===== config.mk =====
export PLATFORM = sky130hd
export DESIGN_NAME = fetch_pc_unit
export DESIGN_NICKNAME = d
export VERILOG_FILES = /design/src/rtl/fetch_pc_unit.sv
export SDC_FILE = /design/constraint.sdc
export NUM_CORES = 1
export LEC_CHECK = 0
export BUFFER_PORTS_ARGS = -buffer_cell sky130_fd_sc_hd__buf_4
export CORE_MARGIN = 2
export CORE_UTILIZATION = 35
export DETAILED_ROUTE_END_ITERATION = 16
export PLACE_DENSITY = 0.62
export SLEW_MARGIN = 20
export SYNTH_ARGS = -nofsm -noshare
export SYNTH_HDL_FRONTEND = slang
export SYNTH_SLANG_ARGS = --single-unit

===== constraint.sdc =====
create_clock -name clk -period 8.91 [get_ports clk]
set_clock_uncertainty 0.05 [all_clocks]
set_input_delay 1.782 -clock clk [delete_from_list [all_inputs] [get_ports clk]]
set_output_delay 1.782 -clock clk [all_outputs]
set_load 0.005 [all_outputs]

===== src/rtl/fetch_pc_unit.sv =====
`default_nettype none
// +------------------------------------------------------------------------+
// | fetch_pc_unit: IF-stage PC generator with MIPS delay slot, IF/ID reg   |
// | rev 1.0                                                                |
// +------------------------------------------------------------------------+
module fetch_pc_unit #(
  parameter logic [31:0] RESET_PC   = 32'hBFC0_0000,
  parameter logic [31:0] EXC_VECTOR = 32'hBFC0_0380
) (
  input  logic        clk,
  input  logic        rst_n,
  input  logic        stall,
  input  logic        id_valid,
  input  logic [31:0] id_pc,
  input  logic        jump,
  input  logic        jr,
  input  logic [2:0]  branch,
  input  logic [25:0] instr_index,
  input  logic [15:0] br_offset,
  input  logic [31:0] rs_data,
  input  logic [31:0] rt_data,
  input  logic        exc_valid,
  input  logic        eret,
  input  logic [31:0] epc,
  output logic [31:0] imem_addr,
  input  logic [31:0] imem_rdata,
  output logic [31:0] if_id_pc,
  output logic [31:0] if_id_inst,
  output logic        if_id_valid,
  output logic        if_id_adel,
  output logic [31:0] link_addr,
  output logic        br_taken
);

  logic [31:0] pc;
  logic [31:0] id_pc_plus4;
  logic [31:0] br_target;
  logic [31:0] jump_target;
  logic [31:0] next_pc;
  logic        cond;
  logic        fetch_misaligned;

  assign id_pc_plus4      = id_pc + 32'd4;
  assign link_addr        = id_pc + 32'd8;
  assign br_target        = id_pc_plus4 + {{14{br_offset[15]}}, br_offset, 2'b00};
  assign jump_target      = {id_pc_plus4[31:28], instr_index, 2'b00};
  assign fetch_misaligned = (pc[1:0] != 2'b00);
  assign imem_addr        = pc;

  always_comb begin
    cond = 1'b0;
    case (branch)
      3'b010:  cond = (rs_data == rt_data);
      3'b011:  cond = (rs_data != rt_data);
      3'b100:  cond = !rs_data[31] && (rs_data != 32'd0);
      3'b101:  cond = rs_data[31];
      3'b110:  cond = !rs_data[31];
      3'b111:  cond = rs_data[31] || (rs_data == 32'd0);
      default: cond = 1'b0;
    endcase
  end

  assign br_taken = id_valid & (jump | cond) & ~stall;

  // jump takes precedence over any branch encoding present in the same slot
  always_comb begin
    next_pc = pc + 32'd4;
    if (id_valid && jump) begin
      next_pc = jr ? rs_data : jump_target;
    end else if (id_valid && cond) begin
      next_pc = br_target;
    end
  end

  always_ff @(posedge clk) begin
    if (!rst_n) begin
      pc          <= RESET_PC;
      if_id_pc    <= 32'd0;
      if_id_inst  <= 32'd0;
      if_id_valid <= 1'b0;
      if_id_adel  <= 1'b0;
    end else if (exc_valid || eret) begin
      pc          <= exc_valid ? EXC_VECTOR : epc;
      if_id_inst  <= 32'd0;
      if_id_valid <= 1'b0;
      if_id_adel  <= 1'b0;
    end else if (!stall) begin
      // the word being fetched now is the delay slot and is always kept
      pc          <= next_pc;
      if_id_pc    <= pc;
      if_id_inst  <= fetch_misaligned ? 32'd0 : imem_rdata;
      if_id_valid <= 1'b1;
      if_id_adel  <= fetch_misaligned;
    end
  end

endmodule
`default_nettype wire


==> reports/summary.txt, run 1 <==
Routed Antenna Nets = 0
CTS tree = built
Commonest cells after routing, fill and taps aside = buf_4, nand2_1, nor2_1
Syn_area_per_cell = 7.45 µm²
Final hold slack = 0.406 ns
Clock-pin slew on the worst setup and hold paths = 0.08 ns
Power Density = 117 nW/µm²
Post-cts resize count = 0
Initial antenna violation count = 2
Most common cell after layout, fill and taps aside = buf_4
Fmax = 167 MHz
# clock sinks = 98
Max incr delay on CP = 0.49 ns
Starting Density = 35.6%
# hold bufs at CTS = 0
CP max-delay cell = nor3_1
Nets = 1629
RSZ-0062 raised after global routing = false
CP Launch Type = primary input
Total GRT Usage = 26.2%
Final design utilization = 49.2%
Setup TNS = 0 ns
Largest net degree at the start of global routing = 59
Pint = 868 µW
Fillers = 2291
Synthesized net count = 1328
Post-CTS Setup Bufs = 0
DRC violations left = 0
RD Place Congestion = 0.948
Fin. Hold Viols = 0
Full die area = 24200 µm²
Slew Limit Fails = 0
Die width = 155 µm
Syn Inst Count = 1078
Multi-input logic area = 5790 µm²
Register area = 1960 µm²
GR Overflow Total = 0
Largest buffer count on any clock path = 2
Mean routed wirelength per cell = 20.0 µm
Synth Warn # = 0
Root Driver = clkbuf_16
Async SR Flop Fraction = 0%
DP Wirelength = 26100 µm
First-pass GRT wire length = 49300 µm
Post-DR vias/cell = 5.48
Count of final setup violators = 0
Critical path type = in -> out
Detailed-route via count = 9142
Post-synth EDFFs = 0
Lkg Pwr = 4.88 nW
Total iterations of the first detailed-routing run = 5
CP Capture Type = primary output
Core Area = 22600 µm²
Sequential share of power = 36.4%
Placed Area = 10800 µm²
Top Ports = 344
Comb pwr share = 31.4%
IO buf count = 343
Worst path cell trace = buf_4, ha_1, nand4_1, nor3_1, nand3_1, nor2_1, and3_1, nand2_1, nor2_1, xor2_1, buf_4
Slew HR = 36.8%
Rows = 55
Synthesized flop and latch total = 98
CP arrival = 4.15 ns
Worst-Skew Late Latency = 0.35 ns
Sw Ratio = 32.9%
Drt initial violations = 612
Number of global-route vias before repair = 8488
Layout cell share with drive strength beyond 1 = 28.0%
Post-synth top area cell = dfxtp_1
Critical Path RT = 7.08 ns
Worst path top cell family by delay = simple AND/OR/NAND/NOR gates
Status = complete, no violations
Clock Power Share = 32.2%
Syn Std Cell Area = 8030 µm²
Slew at the pin with the worst max-slew slack = 0.940 ns
Post-layout instance area = 11100 µm²
Diode count = 0
Final worst-path cycle share = 67.2%
Total CTS buffers = 9
MaxCap Viol Count = 0
Synth cell types = 61
Area contributors post-synth = dfxtp_1, xor2_1, nand2_1, xnor2_1, ha_1
Main synth FF type = dfxtp_1
CTS HTree Levels = 3
Hold crit path type = reg -> reg
Synth top area share = 24.4%
CP Max Fanout = 8
Worst vdd ir = 0.0000818 V
WL final = 33300 µm
Die H = 155 µm
Worst path bufs/invs = 2
Min Clock Period, post-route = 5.99 ns
Seq/Total Area, Yosys = 24.4%
Sw Pwr = 426 µW
Area grow syn2layout = 38.2%
## power groups by stage
stage	Combinational [mW]	Clock (mW)	Sequential [mW]
after detailed placement	0.401	0	0.481
final	0.406	0.416	0.472
after global routing	0.442	0.436	0.473
after global placement	0.400	0	0.481
after floorplan	0.211	0	0.475
after CTS	0.403	0.423	0.471
## Yosys cell counts, drive strengths merged, types with 7 or more instances
cell type	instances
a211oi	7
a21boi	32
a21o	14
a21oi	50
a22o	17
a22oi	37
and3	12
and4	7
buf	10
clkbuf	50
dfxtp	98
ha	36
inv	15
mux2i	31
nand2	168
nand2b	10
nand3	31
nand4	24
nor2	106
nor3	32
nor4	17
o211ai	11
o21a	9
o21ai	56
o31ai	7
or3	8
xnor2	53
xor2	81
## final cells by class
type	instances	share of cell area [%]
clock buffers	9	2.03
clock inverters	7	0.778
inverters	15	0.507
multi-input cells	905	52.1
flip-flops and latches	98	17.7
well taps	285	3.21
repair buffers	350	23.7
## metal layers
layer	global-route usage (%)	part of all wire, %	vias to the layer above
li1	-	-	4455
met1	33.5	42	4200
met2	44.5	47	442
met3	4.85	8.2	41
met4	8.82	2.7	4
met5	0	0.069	-
## state kept, by name, indices dropped and copies added (netlist names)
name         cells
imem_addr       32
if_id_adel       1
if_id_inst      32
if_id_valid      1
if_id_pc        32
## worst register-to-register path, delay by kind of cell (launching register included)
| family | cells | cell delay (ns) |
|---|---|---|
| flops | 1 | 0.49 |
| compound gates | 2 | 0.39 |
| xor+xnor | 1 | 0.22 |
| fa+ha+maj | 1 | 0.24 |
| simple gates | 5 | 1.68 |
## cell families (layout without fill, tap and decap cells)
group	Yosys count	in the layout	share of synthesized area [%]
XOR/XNOR	134	134	14.6
multiplexers	31	31	3.86
adder cells (fa/ha/maj)	37	37	5.86
buffers and inverters	75	381	3.83
AO/OA/AOI/OAI	271	271	22.7
flip-flops	98	98	24.4
AND/OR/NAND/NOR	432	432	24.7
## final timing paths
path	from	to	slack (ns)	cells past startpoint
worst max register to register	imem_addr[2]	imem_addr[28]	5.73	9
worst max-delay path	id_pc[3]	link_addr[31]	2.92	11
worst min-delay path	if_id_valid	if_id_valid	0.41	2
worst min register to register	if_id_valid	if_id_valid	0.41	2
## metrics by stage
| step | worst slack [ns] | cells | power, mW |
|---|---|---|---|
| after detailed placement | 2.97 | 1653 | 0.883 |
| after global routing | 2.75 | 1669 | 1.35 |
| after global placement | 3.04 | 1653 | 0.881 |
| after CTS | 2.94 | 1669 | 1.30 |
| after floorplan | 3.43 | 1078 | 0.686 |
| final | 2.92 | 1669 | 1.29 |
Note: power is estimated with default switching activity, not from simulation.
==> run 2: changes to the inputs <==
Clock period 8.91 ns to 6.18 ns, I/O delays scaled along.
==> reports/summary.txt, run 2 (same netlist as run 1, synthesis figures left out) <==
Comb pwr share = 31.6% (was 31.4%)
Mean routed wirelength per cell = 20.0 µm (about the same)
Hold crit path type = reg -> reg (unchanged)
CP arrival = 5.21 ns (was 4.15 ns)
Rows = 55 (unchanged)
Fin. Hold Viols = 0 (unchanged)
Setup TNS = 0 ns (unchanged)
Slew HR = 35.6% (was 36.8%)
Clock Power Share = 31.7% (was 32.2%)
Total GRT Usage = 26.6% (was 26.2%)
Routed Antenna Nets = 0 (unchanged)
Multi-input logic area = 5780 µm² (was 5790 µm²)
Min Clock Period, post-route = 5.08 ns
Commonest cells after routing, fill and taps aside = buf_4, nand2_1, nor2_1 (unchanged)
Drt initial violations = 551 (was 612)
Detailed-route via count = 9115 (was 9142)
Layout cell share with drive strength beyond 1 = 27.9% (was 28.0%)
Status = complete, no violations (unchanged)
Area grow syn2layout = 38.0% (was 38.2%)
Number of global-route vias before repair = 8664 (was 8488)
Full die area = 24200 µm² (unchanged)
Fillers = 2338 (was 2291)
Largest buffer count on any clock path = 2 (unchanged)
Critical path type = in -> reg (was in -> out)
Final worst slack = 1.10 ns (was 2.92 ns)
Initial antenna violation count = 1 (was 2)
Placed Area = 10800 µm² (unchanged)
WL final = 33300 µm (about the same)
Fmax = 197 MHz
Routed metal-1 wire length = 14400 µm (was 14000 µm)
DR top layer = met5 (unchanged)
# clock sinks = 98 (unchanged)
First-pass GRT wire length = 49900 µm (was 49300 µm)
Root Driver = clkbuf_16 (unchanged)
CTS HTree Levels = 3 (unchanged)
IO buf count = 343 (unchanged)
CP Capture Type = register (was primary output)
Worst vdd ir = 0.000122 V (was 0.0000818 V)
Dpl ws = 0.792 ns (was 2.97 ns)
Final hold slack = 0.411 ns (was 0.406 ns)
Final worst-path cycle share = 82.2%
Worst-Skew Late Latency = 0.36 ns (was 0.35 ns)
# hold bufs at CTS = 0 (unchanged)
Die width = 155 µm (unchanged)
Most common cell after layout, fill and taps aside = buf_4 (unchanged)
Post-CTS Setup Bufs = 0 (unchanged)
Power Density = 167 nW/µm² (was 117 nW/µm²)
Total iterations of the first detailed-routing run = 5 (unchanged)
RD Place Congestion = 0.954 (was 0.948)
Met2 wire len = 15400 µm (was 15700 µm)
Sw Ratio = 32.7% (was 32.9%)
Total CTS buffers = 9 (unchanged)
DP Wirelength = 26200 µm (was 26100 µm)
Nets = 1629 (unchanged)
Lkg Pwr = 4.87 nW (was 4.88 nW)
Diode count = 0 (unchanged)
Final design utilization = 49.1% (was 49.2%)
CTS tree = built (unchanged)
Starting Density = 35.6% (unchanged)
Post-layout instance area = 11100 µm² (about the same)
Critical Path RT = 6.31 ns (was 7.08 ns)
CP Launch Type = primary input (unchanged)
Slew at the pin with the worst max-slew slack = 0.959 ns (was 0.940 ns)
Slew Limit Fails = 0 (unchanged)
Post-DR vias/cell = 5.46 (was 5.48)
Top Ports = 344 (unchanged)
DRC violations left = 0 (unchanged)
Sw Pwr = 606 µW (was 426 µW)
Largest net degree at the start of global routing = 59 (unchanged)
GR Overflow Total = 0 (unchanged)
Post-cts resize count = 0 (unchanged)
Pint = 1.25 mW (was 868 µW)
Sequential share of power = 36.7% (was 36.4%)
Count of final setup violators = 0 (unchanged)
Clock-pin slew on the worst setup and hold paths = 0.07 ns (was 0.08 ns)
MaxCap Viol Count = 0 (unchanged)
CP Max Fanout = 9 (was 8)
RSZ-0062 raised after global routing = false (unchanged)
Register area = 1960 µm² (unchanged)
Die H = 155 µm (unchanged)
Core Area = 22600 µm² (unchanged)
Metal3 WL = 2530 µm (was 2740 µm)
## run 2: routing by layer
layer,track usage (%),up-vias
li1,-,4453
met1,34.1,4214
met2,44.0,397
met3,5.15,49
met4,10.4,2
met5,0,-
## run 2: power groups by stage
stage | clock, mW | combinational [mW] | sequential (mW)
after floorplan | 0 | 0.304 | 0.685
after global placement | 0 | 0.579 | 0.694
after detailed placement | 0 | 0.580 | 0.694
after CTS | 0.596 | 0.583 | 0.680
after global routing | 0.613 | 0.639 | 0.683
final | 0.589 | 0.586 | 0.680
## run 2: final cells by class
type | instances | area share [%]
Clock inverter | 6 | 0.666
Timing Repair Buffer | 350 | 23.7
Tap cell | 285 | 3.22
Multi-Input combinational cell | 905 | 52.1
Sequential cell | 98 | 17.7
Inverter | 15 | 0.508
Clock buffer | 10 | 2.07
## run 2: final timing paths
path | startpoint | end | slack, ns | cells after the start
max | id_pc[5] | imem_addr[27] | 1.10 | 17
min | if_id_valid | if_id_valid | 0.41 | 2
max reg2reg | imem_addr[2] | imem_addr[22] | 2.98 | 10
min reg2reg | if_id_valid | if_id_valid | 0.41 | 2
## run 2: critical path: stages
cell and delay (ns):
buf_4 0.14, nand4_2 0.13, nor3_1 0.40, nand4_1 0.29, or2_2 0.43, nor2_1 0.13
xor2_1 0.16, ha_1 0.32, nand2_1 0.14, nor2_1 0.06, o41ai_1 0.54, o21ba_2 0.21
a21oi_1 0.09, or3_1 0.36, a21oi_1 0.18, xor2_1 0.22, o221ai_1 0.15
## run 2: metrics by stage
step           std cells  power (mW)
3_3_place_gp        1653        1.27
4_1_cts             1669        1.86
2_1_floorplan       1078       0.989
6_report            1669        1.85
5_1_grt             1669        1.94
3_5_place_dp        1653        1.27
